File: src/rtl/lzc_norm_pipe.sv
// lzc_norm_pipe: two-stage leading/trailing-one detector with normalising shifter
module lzc_norm_pipe #(
  parameter int WIDTH = 32,
  parameter int TAG_W = 4,
  localparam int CW = $clog2(WIDTH)
) (
  input  logic             clk,
  input  logic             rst_n,
  input  logic             in_valid,
  output logic             in_ready,
  input  logic [WIDTH-1:0] in_data,
  input  logic             in_mode,
  input  logic [TAG_W-1:0] in_tag,
  output logic             out_valid,
  input  logic             out_ready,
  output logic [CW-1:0]    out_pos,
  output logic [CW:0]      out_cnt,
  output logic             out_zero,
  output logic [WIDTH-1:0] out_norm,
  output logic [TAG_W-1:0] out_tag
);
  logic             s1_valid, s1_mode, s1_zero, s1_adv, s2_adv;
  logic [WIDTH-1:0] s1_data, tv;
  logic [TAG_W-1:0] s1_tag;
  logic [CW-1:0]    s1_pos, ti [WIDTH], hi, pos;
  logic [CW:0]      s1_cnt, cnt;
  logic             zero;
  assign s2_adv   = !out_valid || out_ready;
  assign s1_adv   = !s1_valid || s2_adv;
  assign in_ready = s1_adv;
  // Trailing mode bit-reverses the operand so one MSB-first tree serves both;
  // the tree is folded in place, node n combining children 2n (low) and 2n+1 (high).
  always_comb begin
    for (int i = 0; i < WIDTH; i++) tv[i] = in_mode ? in_data[WIDTH-1-i] : in_data[i];
    for (int i = 0; i < WIDTH; i++) ti[i] = '0;
    for (int l = 0; l < CW; l++)
      for (int n = 0; n < (WIDTH >> (l + 1)); n++) begin
        ti[n] = tv[2*n+1] ? (ti[2*n+1] | (CW'(1) << l)) : ti[2*n];
        tv[n] = tv[2*n+1] | tv[2*n];
      end
    hi   = ti[0];
    zero = !tv[0];
    cnt  = zero ? (CW+1)'(WIDTH) : {1'b0, ~hi};
    pos  = zero ? '0 : (in_mode ? ~hi : hi);
  end
  always_ff @(posedge clk) begin
    if (!rst_n) begin
      s1_valid  <= 1'b0;
      s1_mode   <= 1'b0;
      s1_zero   <= 1'b0;
      s1_data   <= '0;
      s1_tag    <= '0;
      s1_pos    <= '0;
      s1_cnt    <= '0;
      out_valid <= 1'b0;
      out_pos   <= '0;
      out_cnt   <= '0;
      out_zero  <= 1'b0;
      out_norm  <= '0;
      out_tag   <= '0;
    end else begin
      if (s1_adv) begin
        s1_valid <= in_valid;
        if (in_valid) begin
          s1_data <= in_data;
          s1_mode <= in_mode;
          s1_tag  <= in_tag;
          s1_pos  <= pos;
          s1_cnt  <= cnt;
          s1_zero <= zero;
        end
      end
      if (s2_adv) begin
        out_valid <= s1_valid;
        if (s1_valid) begin
          out_pos  <= s1_pos;
          out_cnt  <= s1_cnt;
          out_zero <= s1_zero;
          out_tag  <= s1_tag;
          out_norm <= s1_zero ? '0 : (s1_mode ? s1_data >> s1_cnt : s1_data << s1_cnt);
        end
      end
    end
  end
endmodule

File: config.mk
export PLATFORM = sky130hd
export DESIGN_NAME = lzc_norm_pipe
export DESIGN_NICKNAME = d
export VERILOG_FILES = /design/src/rtl/lzc_norm_pipe.sv
export SDC_FILE = /design/constraint.sdc
export NUM_CORES = 1
export LEC_CHECK = 0
export ABC_AREA = 1
export ABC_CLOCK_PERIOD_IN_PS = 4200
export CAP_MARGIN = 20
export CORE_AREA = 2 2 159 161
export DETAILED_ROUTE_END_ITERATION = 6
export DIE_AREA = 0 0 161 163
export MAX_ROUTING_LAYER = met4
export PLACE_DENSITY = 0.6
export SYNTH_ARGS = -nofsm -noshare
export SYNTH_HDL_FRONTEND = slang
export SYNTH_SLANG_ARGS = --single-unit
File: constraint.sdc
create_clock -name clk -period 4.2 [get_ports clk]
set_clock_uncertainty 0.1 [all_clocks]
set_input_delay 0.84 -clock clk [delete_from_list [all_inputs] [get_ports clk]]
set_output_delay 0.84 -clock clk [all_outputs]
set_load 0.02 [all_outputs]
==> impl_metrics.tcl <==
set metrics [dict create \
    die_w_um 161 \
    areaGrowthSynthToFinish_pct 17.4 \
    floorplan.die.height_um 163 \
    internal_power_mw 1.75 \
    cp_data_required_time_ps 3260 \
    cpMaxStageDelayCell "clkdlybuf4s50_1" \
    cts_repair_resize_count 0 \
    drc 0 \
    dpl.hpwl_um 19400 \
    area_of_the_core_mm2 0.0247 \
    setup.worst_path.end_class "output pin" \
    grt_antenna_before_repair 0 \
    cts_buffers 9 \
    post_route_cells_drive_above_1_share 0.0483 \
    synth-edff-count 0 \
    max_vdd_drop_v 0.000181 \
    synth.lib_cells_used.distinct 38 \
    synth_top_cells_by_count "524 x nand2_1, 143 x nand3_1, 124 x o21ai_0" \
    mean_area_per_synthesized_cell_um2 5.60 \
    design.die.area_mm2 0.0262 \
    cts-root-buf "clkbuf_16" \
    timing.critical_path.from_type "primary input" \
    p_switching_mw 0.980 \
    grt_max_degree 91 \
    vias_in_the_first_global_route 8144 \
    gp_congestion 0.924 \
    timing.final.max_slew_violations 0 \
    maxSlewHeadroom 0.434 \
    fillCellCount 2832 \
    finish.utilization 0.368 \
    critPathMostFrequentCell "clkdlybuf4s50_1" \
    first_iter_violations 754 \
    power.leakage_nw 3.96 \
    sw_frac_of_total 0.358 \
    path_delay_family "buffers and inverters" \
    synth-seq-area-share 0.251 \
    worst_pin_slew_ps 843 \
    met2_usage 0.328 \
    sequential_cell_area_mm2 0.00194 \
    cpPeakStageDelay_ps 620 \
    cts_hold_repair.buffers 0 \
    share_of_the_cycle_needed_by_the_critical_path_after_routing 0.723 \
    worstPathMaxFanout 3 \
    cts_num_sinks 97 \
    grt.met1_usage 0.278 \
    routed-via-count 8883 \
    clkSlewWorstSetupHoldPaths_ps 70 \
    clk_path_buf_depth 2 \
    cts_tree "done" \
    buffer_ports.inserted 90 \
    period_minus_slack_ps 3040 \
    postRouteWirelength_um 26400 \
    cts.repair_timing.setup_buffer_count 0 \
    avgViaCountPerCell 5.11 \
    detail_route.first_pass.iterations 6 \
    cells_taking_the_most_area_after_synthesis "nand2_1 25%, dfxtp_1 25%, nand3_1 9.3%" \
    hold-worst-slack_ps 351 \
    run_status "completed" \
    ys_seq_elements 97 \
    synthMostInstantiatedCell "nand2_1" \
    power.share.sequential 0.375 \
    fin_setup_tns_ps 0 \
    core.rowCount 58 \
    power.combinational.fraction 0.299 \
    floorplan.initialDensity 0.313 \
    synth.cell_area_mm2 0.00773 \
    report.final.hold_viol_count 0 \
    clk-insertion-delay-late_ps 360 \
    worst-endpoint-arrival_ps 2100 \
    wirelength_per_cell_um 15.2 \
    cp_num_buf_inv 3 \
    synth_flop_cell "dfxtp_1" \
    synthCells 1379 \
    most_area_hungry_cell_type_in_the_yosys_netlist "nand2_1" \
    ioPinCount 91 \
    grt_usage 0.208 \
    met3_usage 0.0224 \
    worstPathCellList "clkdlybuf4s50_1 -> inv_1 -> nand3_1 -> clkdlybuf4s50_1" \
    ys_warn_count 0 \
    async_flop_share 0 \
    cts.htree.levels 3 \
    busiest_layer "met2" \
    finalSetupViolCount 0 \
    grt_first_pass_wirelength_um 42400 \
    multi_input_comb_area_mm2 0.00493 \
    globalRoute.totalOverflow 0 \
    worstHoldPathType "reg -> reg" \
    power.clock.fraction 0.326 \
    design.final.nets 1443 \
    postRouteAntennaNets 0 \
    critical_path_class "in -> out" \
    drv_cap 0 \
    fmax_mhz 329 \
    antenna_cells 0 \
    synth_largest_type_area_fraction 0.254 \
    unrepaired_setup_endpoints_after_global_routing "false" \
    synth_nets 1420 \
    power_density_over_the_cells_mw_per_mm2 301 \
]
[metal layers]
metal / up-vias / part of all wire / wire [um]
met2: 271 / 0.45 / 11900
met5: - / 0 / 0
met1: 4036 / 0.46 / 12300
met4: 0 / 0.030 / 804
met3: 44 / 0.054 / 1420
li1: 4532 / - / -
[placed cells by master (no fill, tap or decap), types with 3 or more instances in the layout]
cell type        instances
nand2_1                524
nand3_1                143
o21ai_0                124
a21oi_1                114
dfxtp_1                 96
clkdlybuf4s50_1         89
nor2_1                  83
inv_1                   82
o211ai_1                29
o21ai_1                 22
buf_4                   16
clkbuf_16                9
nand2_2                  8
o21a_1                   7
clkinv_1                 6
nor2_2                   6
inv_2                    4
nor2_4                   4
a21boi_0                 3
and2_1                   3
nand3_2                  3
[kinds of logic (layout without fill, tap and decap cells)]
kind of cell | after synthesis | count (layout) | share of synthesized area
compound gates | 309 | 309 | 0.216
xor+xnor | 1 | 1 | 0.00113
buf+inv | 191 | 219 | 0.110
flops | 97 | 97 | 0.251
mux | 2 | 2 | 0.00259
simple gates | 779 | 779 | 0.419
[final cells by class]
cell class	instances	area share
Multi-Input combinational cell	1091	0.544
Clock buffer	10	0.0263
Sequential cell	97	0.214
Tap cell	330	0.0455
Timing Repair Buffer	110	0.122
Clock inverter	6	0.00896
Inverter	93	0.0387
[registers in the layout, summed over array words and instances (netlist names)]
| name | count |
|---|---|
| out_norm | 32 |
| s1_data | 32 |
| out_cnt | 6 |
| out_pos | 5 |
| s1_cnt | 5 |
| s1_pos | 5 |
| out_tag | 4 |
| s1_tag | 4 |
| out_valid | 1 |
| s1_mode | 1 |
| s1_valid | 1 |
| s1_zero | 1 |
[power by group through the flow]
stage                     logic [mW]  clock network (mW)  registers [mW]
final                          0.818               0.890            1.03
after global routing           0.916               0.944            1.03
after CTS                      0.805               0.905            1.02
after detailed placement       0.801                   0            1.05
after global placement         0.800                   0            1.05
after floorplan                0.523                   0            1.06
[metrics by stage]
step / cell area [um^2] / setup WS [ps] / std cells / total power [mW]
3_5_place_dp: 8670 / 1070 / 1717 / 1.85
6_report: 9070 / 1160 / 1737 / 2.73
5_1_grt: 9070 / 1100 / 1737 / 2.89
4_1_cts: 8990 / 1180 / 1733 / 2.73
3_3_place_gp: 8670 / 1110 / 1717 / 1.85
2_1_floorplan: 7730 / 1900 / 1379 / 1.58
[worst paths after layout]
kind                            slack [ps]                    from                         to  cells after the start
worst max register to register        1660  s1_cnt[0]$_SDFFE_PN0P_  out_norm[25]$_SDFFE_PN0P_                     12
worst max-delay path                  1160               out_ready                   in_ready                      4
worst min register to register         350  s1_pos[4]$_SDFFE_PN0P_    out_pos[4]$_SDFFE_PN0P_                      2
worst min-delay path                   350  s1_pos[4]$_SDFFE_PN0P_    out_pos[4]$_SDFFE_PN0P_                      2
[worst register-to-register path, delay by kind of cell, from the launching register on]
family / cells / cell delay [ps]
and+or+nand+nor: 9 / 1030
AOI/OAI and AO/OA: 2 / 530
buffers and inverters: 1 / 510
DFF: 1 / 320
Power figures use the tool's default switching activity.
